--- config.mk ---
export PLATFORM = sky130hd
export DESIGN_NAME = pipe_ctrl
export DESIGN_NICKNAME = d
export VERILOG_FILES = /design/src/rtl/pipe_ctrl.sv
export SDC_FILE = /design/constraint.sdc
export NUM_CORES = 1
export LEC_CHECK = 0
export CAP_MARGIN = 10
export CORE_ASPECT_RATIO = 0.8
export CORE_UTILIZATION = 46
export DETAILED_ROUTE_END_ITERATION = 8
export GPL_ROUTABILITY_DRIVEN = 1
export PLACE_DENSITY = 0.83
export SYNTH_ARGS = -nofsm -noshare
export SYNTH_HDL_FRONTEND = slang
export SYNTH_SLANG_ARGS = --single-unit
--- constraint.sdc ---
create_clock -name clk -period 4.7 [get_ports clk]
set_input_delay 0.705 -clock clk [delete_from_list [all_inputs] [get_ports clk]]
set_output_delay 0.705 -clock clk [all_outputs]
set_load 0.02 [all_outputs]
--- src/rtl/pipe_ctrl.sv ---
// Pipeline control for the five-stage core: merges stall requests, turns MEM-stage
// exceptions/ERET into a flush, and defers that flush while a fetch is still on the bus.
module pipe_ctrl #(
    parameter logic [31:0] EXC_VECTOR = 32'h0000_0020,
    parameter logic [31:0] ERET_CODE  = 32'h0000_000e
) (
    input  logic        clk,
    input  logic        rst,
    input  logic        stallreq_from_if,
    input  logic        stallreq_from_id,
    input  logic        stallreq_from_ex,
    input  logic        stallreq_from_mem,
    input  logic [31:0] excepttype_i,
    input  logic [31:0] cp0_epc_i,
    output logic [5:0]  stall,
    output logic        flush,
    output logic [31:0] new_pc,
    output logic        flush_pending,
    output logic [31:0] stall_cycles,
    output logic [15:0] flush_count
);

    localparam int unsigned STALL_W = 6;
    localparam int unsigned ADDR_W  = 32;
    localparam int unsigned FCNT_W  = 16;

    localparam logic [STALL_W-1:0] STALL_NONE = 6'b000000;
    localparam logic [STALL_W-1:0] STALL_IF   = 6'b000111;
    localparam logic [STALL_W-1:0] STALL_EX   = 6'b001111;
    localparam logic [STALL_W-1:0] STALL_MEM  = 6'b011111;
    localparam logic [STALL_W-1:0] STALL_ALL  = 6'b111111;

    typedef enum logic {
        RUN        = 1'b0,
        FLUSH_WAIT = 1'b1
    } state_t;

    state_t              state;
    state_t              state_next;
    logic [ADDR_W-1:0]   target;
    logic [ADDR_W-1:0]   target_next;
    logic [ADDR_W-1:0]   exc_target;

    // Same-cycle stall/flush decode from the inputs and the current state.
    always_comb begin
        stall       = STALL_NONE;
        flush       = 1'b0;
        new_pc      = '0;
        state_next  = state;
        target_next = target;
        exc_target  = (excepttype_i == ERET_CODE) ? cp0_epc_i : EXC_VECTOR;

        case (state)
            RUN: begin
                if (excepttype_i != '0) begin
                    if (!stallreq_from_if) begin
                        flush  = 1'b1;
                        new_pc = exc_target;
                    end else begin
                        // Fetch still in flight: freeze everything and remember where to go.
                        stall       = STALL_ALL;
                        target_next = exc_target;
                        state_next  = FLUSH_WAIT;
                    end
                end else if (stallreq_from_mem) begin
                    stall = STALL_MEM;
                end else if (stallreq_from_ex) begin
                    stall = STALL_EX;
                end else if (stallreq_from_id || stallreq_from_if) begin
                    stall = STALL_IF;
                end
            end
            FLUSH_WAIT: begin
                // MEM is frozen and re-presents its code, so only the fetch bus matters here.
                if (!stallreq_from_if) begin
                    flush      = 1'b1;
                    new_pc     = target;
                    state_next = RUN;
                end else begin
                    stall = STALL_ALL;
                end
            end
            default: begin
                state_next = RUN;
            end
        endcase
    end

    // State, latched redirect target and debug counters.
    always_ff @(posedge clk) begin
        if (rst) begin
            state         <= RUN;
            target        <= '0;
            flush_pending <= 1'b0;
            stall_cycles  <= '0;
            flush_count   <= '0;
        end else begin
            state         <= state_next;
            target        <= target_next;
            flush_pending <= (state_next == FLUSH_WAIT);
            if (stall[0] && (stall_cycles != {ADDR_W{1'b1}})) begin
                stall_cycles <= stall_cycles + ADDR_W'(1);
            end
            if (flush) begin
                flush_count <= flush_count + FCNT_W'(1);
            end
        end
    end

endmodule
======== After elaboration in Yosys (flattened, before gate mapping) ========
Index checks and enable logic that the tools add are counted.
storage, ports and cells
  flip-flop bits (word level) ............. 81
  input bits .............................. 70
  word-level logic and storage cells ...... 30
  output and inout port bits .............. 88
cells by class
  mux-type cells .......................... 17
  reductions and logical operators ........ 4
  add/sub/neg operators ................... 2
  bitwise operators ....................... 1
  equal/unequal tests ..................... 2
operators by type and width
  cell                   count
  $mux 32                4
  $pmux 32 s2            1
  $add 32x1->32 const B  1
  $eq 32x4->1 const B    1
  $ne 32x32->1 const B   1
  $reduce_bool 32->1     1
  $add 16x1->16 const B  1
  $mux 6                 2
  $pmux 6 s2             1
  $mux 5                 1
  $mux 1                 4
  $mux 4                 1
  $pmux 1 s2             2
  $mux 3                 1
  $reduce_and 3->1       1
  $logic_and 1x1->1      1
  $logic_or 1x1->1       1
  $not 1->1              1

======== Longest topological paths before layout ========
  depth in word-level cells ............... 7
  depth in mapped cells ................... 9
  depth with buffers taken out ............ 7

======== Worst setup path before layout ========
OpenSTA, ideal clock, no wires.
  path kind ............................... input-to-output
  start point ............................. input excepttype_i[21]
  end point ............................... output new_pc[10]
  slack ................................... 1644 ps
  path buffers ............................ 2
  data arrival time ....................... 2351 ps
  required time ........................... 3995 ps
  cell stages on the path ................. 8
  path through ............................ nor4_1 nand4_1 nor2_1 and4_1 buf_2 buf_2 nand3_1 a21oi_1
between the ends
  longest elaborated chain between the ends .. 5
  elaborated cells between the ends (all ways) .. 6
  those cells by class .................... eq/ne (1); mux (4); reduce/logical (1)
ends and longest elaborated chain
  element          RTL line  text
  start, declared  13        input logic [31:0] excepttype_i,
  $eq 32x4->1      51        exc_target = (excepttype_i == ERET_CODE) ? cp0_epc_i : EXC_VECTOR;
  $mux 32          51
  $mux 32          56        if (!stallreq_from_if) begin
  $mux 32 *        55        if (excepttype_i != '0) begin
  $pmux 32 s2 *    53        case (state)
  end, declared    17        output logic [31:0] new_pc,
Every way passes the cells marked *; elsewhere a longest branch is shown, timed or not.

======== Final worst setup path ========
  start point ............................. input excepttype_i[16]
  end point ............................... output new_pc[22]
Same word-level chain as after synthesis.

==> impl_metrics.py <==
metrics = {
    "outcome": {
        "status": "finished clean",
    },
    "yosys": {
        "netlist_instances": 565,
        "yosys.area_share.simple_pct": 33.6,
        "synth_common_cells": "nand2_1, dfxtp_1, a21oi_1",
        "synth_area_leaders": "dfxtp_1, a21oi_1, nand3_1, nand2_1, nor2_1",
        "synthAdderAreaFrac_pct": 0.591,
        "yosys.area.top_type": "dfxtp_1",
        "post-synth-top-area-fraction_pct": 38.3,
        "synth-compound-area-share_pct": 14.2,
        "synthXorXnorAreaFrac_pct": 4.55,
        "ys_async_sr_fraction_pct": 0,
        "synth_top_family_by_area": "simple AND/OR/NAND/NOR gates",
        "ys_types": 43,
        "ys_seq_elements": 81,
        "ys.flop_type": "dfxtp_1",
        "syn_nets": 637,
        "syn-cell-area_sq_um": 4240,
        "synth-edff-count": 0,
        "ys_warn_count": 0,
        "synth_most_common_cell": "nand2_1",
        "synthMuxAreaShare_pct": 2.36,
        "synth-seq-area-share_pct": 38.3,
        "syn_area_per_cell_sq_um": 7.50,
    },
    "place": {
        "io_buffers": 157,
        "dp_hpwl_um": 9250,
        "gp_congestion": 0.844,
        "place_area_sq_um": 5810,
        "placed_cells": 795,
    },
    "setup_path": {
        "cp_cell_sequence": "clkdlybuf4s50_1, nor4_1, nand4_1, nor2_1, and4_2, buf_12, nand3_1, a21oi_1, clkdlybuf4s50_1",
        "reg2reg_depth": 7,
        "cp_top_family": "buffers and inverters",
        "crit_end": "new_pc[22]",
        "required_ns": 3.99,
        "cp_slowest_stage_delay_ns": 0.65,
        "cp-start-kind": "input pin",
        "arrival_ns": 3.55,
        "crit_path_frequent_cell": "clkdlybuf4s50_1",
        "cp.buffers_inverters": 3,
        "crit_cells": 9,
        "critical_path.startpoint": "excepttype_i[16]",
        "end_kind": "primary output",
        "slowest_stage": "clkdlybuf4s50_1",
        "path_class": "input pin to primary output",
        "r2r_slack_ns": 1.58,
        "r2r_start": "stall_cycles[0]",
        "reg2reg_to": "stall_cycles[28]",
        "crit_path_max_fanout": 64,
    },
    "cells_and_area": {
        "drive_gt1_share_pct": 6.15,
        "finalNetCount": 766,
        "final_core_util_pct": 70.4,
        "syn2layout_area_growth_pct": 44.7,
        "final_area_sq_um": 6130,
        "num_antenna_cells": 0,
        "final_cells": 811,
    },
    "global_routing": {
        "globalRouteMet1Util_pct": 34.3,
        "grtUsageTotal_pct": 27.1,
        "use_met2_pct": 45.9,
        "top_usage_layer": "met2",
        "grt_pass1_vias": 4291,
        "grt.met3_usage_pct": 6.92,
        "grt_first_pass_wirelength_um": 20500,
        "grt_max_degree": 65,
        "grt_overflow": 0,
        "antenna_found_initial": 0,
    },
    "timing": {
        "setup_tns_ns": 0,
        "hold_viol_final": 0,
        "rsz0062_at_grt": "false",
        "slew_violations": 0,
        "worst_slew_pin_slew_ns": 1.08,
        "setup_viol": 0,
        "skew_ns": 0.00844,
        "fmax_mhz": 235,
        "period_needed_ns": 4.26,
        "fin_crit_sh_pct": 90.6,
        "relSlewSlack_pct": 28.1,
    },
    "pwr": {
        "leakage_nw": 1.90,
        "finalPower_mw": 1.59,
        "power_density_nw_per_um2": 259,
        "peakVddDrop_mv": 0.187,
    },
    "floorplan": {
        "dieWidth_um": 109,
        "ioPinCount": 158,
        "die_area_sq_um": 9600,
        "initial_utilization_pct": 48.6,
        "core-area_sq_um": 8710,
        "die_height_um": 87.8,
        "floorplan.rows": 30,
    },
    "clocking": {
        "cts_setup_buffers": 0,
        "cts.path.max_buffers": 2,
        "postCtsResizedCells": 0,
        "cts_tree": "built",
        "cts-root-buf": "clkbuf_16",
        "clock_sinks": 81,
        "h-tree-depth": 3,
        "clkTransAtPathRegs_ns": 0.06,
        "cts_buffers": 9,
        "clock_latency_ns": 0.34,
        "cts_hold_buf": 0,
    },
    "drt": {
        "drc": 0,
        "wl_per_cell_um": 16.3,
        "routed_wl_um": 13200,
        "vias_per_cell": 5.84,
        "vias": 4737,
        "dr.pass1.iters": 5,
        "ant_nets": 0,
        "drt_iter0_markers": 333,
    },
    "min_path": {
        "hp-class": "flop to flop",
    },
    "flow_run": {
        "max_cap_violations": 0,
    },
}
## where the power goes
group          leakage [nW]  switching, mW  internal (mW)
Sequential            0.653        0.00483          0.691
Clock                 0.152          0.287          0.443
Combinational          1.09         0.0852         0.0771
Total                  1.90          0.377           1.21
## through the flow
stage / hold WS [ns] / setup WS [ns]
final: 0.456 / 0.441
after global routing: 0.475 / 0.157
after CTS: 0.456 / 0.420
after detailed placement: 0.447 / 0.415
after global placement: 0.442 / 0.497
after floorplan: 0.437 / 1.64
## sequential cells by signal, summed over array words and instances (netlist names)
name          flops
flush_count      16
stall_cycles     32
target           32
state             1
## cells in the final DEF (no fill, tap or decap), drive strengths merged
cell / synthesis / routed
xor2: 9 / 9
nor3: 13 / 13
bufinv: 0 / 1
a21oi: 80 / 80
a211oi: 1 / 1
a211o: 1 / 1
nand3: 75 / 75
o31ai: 15 / 15
or4: 15 / 15
mux2: 8 / 8
a21o: 1 / 1
or3: 6 / 6
a31oi: 1 / 1
clkbuf: 27 / 11
nor3b: 1 / 1
inv: 13 / 13
nor2b: 5 / 5
mux2i: 1 / 1
xnor2: 13 / 13
nand4: 17 / 17
o21ai: 3 / 3
a311oi: 2 / 2
buf: 19 / 8
clkdlybuf4s50: 0 / 156
clkinvlp: 0 / 1
nand2: 83 / 83
ha: 2 / 2
clkinv: 1 / 4
and4: 3 / 3
a41oi: 1 / 1
and3: 5 / 5
or2: 2 / 2
nor4: 16 / 16
nor2: 45 / 45
dfxtp: 81 / 81
## tightest hold or removal path, delay by kind of cell (launching register included)
kind	cells	cell delay, ns
AND/OR/NAND/NOR	1	0.05
flip-flops	1	0.31
AO/OA/AOI/OAI	1	0.05
## metal layers
metal  share of wire [%]  vias up  routed length (um)
met5                   0        -                   0
met3                 7.1       23                 943
li1                    -     2257                   -
met2                  50      194                6640
met4                 1.4        0                 184
met1                  41     2263                5460
## cell type report
cell class / count / area (sq um)
Tap cell: 112 / 140
Fill cell: 718 / 2580
Multi-Input combinational cell: 424 / 2370
Clock inverter: 5 / 63.8
Timing Repair Buffer: 164 / 1630
Clock buffer: 11 / 253
Inverter: 14 / 52.6
Sequential cell: 81 / 1620
## worst min path at each step
stage	start	to	slack, ns	cells after the start
global route	target[4]	target[4]	0.48	2
finish	target[7]	target[7]	0.46	2
floorplan	target[0]	target[0]	0.44	2
CTS	target[27]	target[27]	0.46	2
detailed placement	target[27]	target[27]	0.45	2
global placement	target[26]	target[26]	0.44	2
## cells by family after synthesis
kind of cell    after synthesis
flops                        81
xor+xnor                     22
mux                           9
compound gates              105
buf+inv                      60
simple gates                286
fa+ha+maj                     2
(Power assumes the default switching activity.)
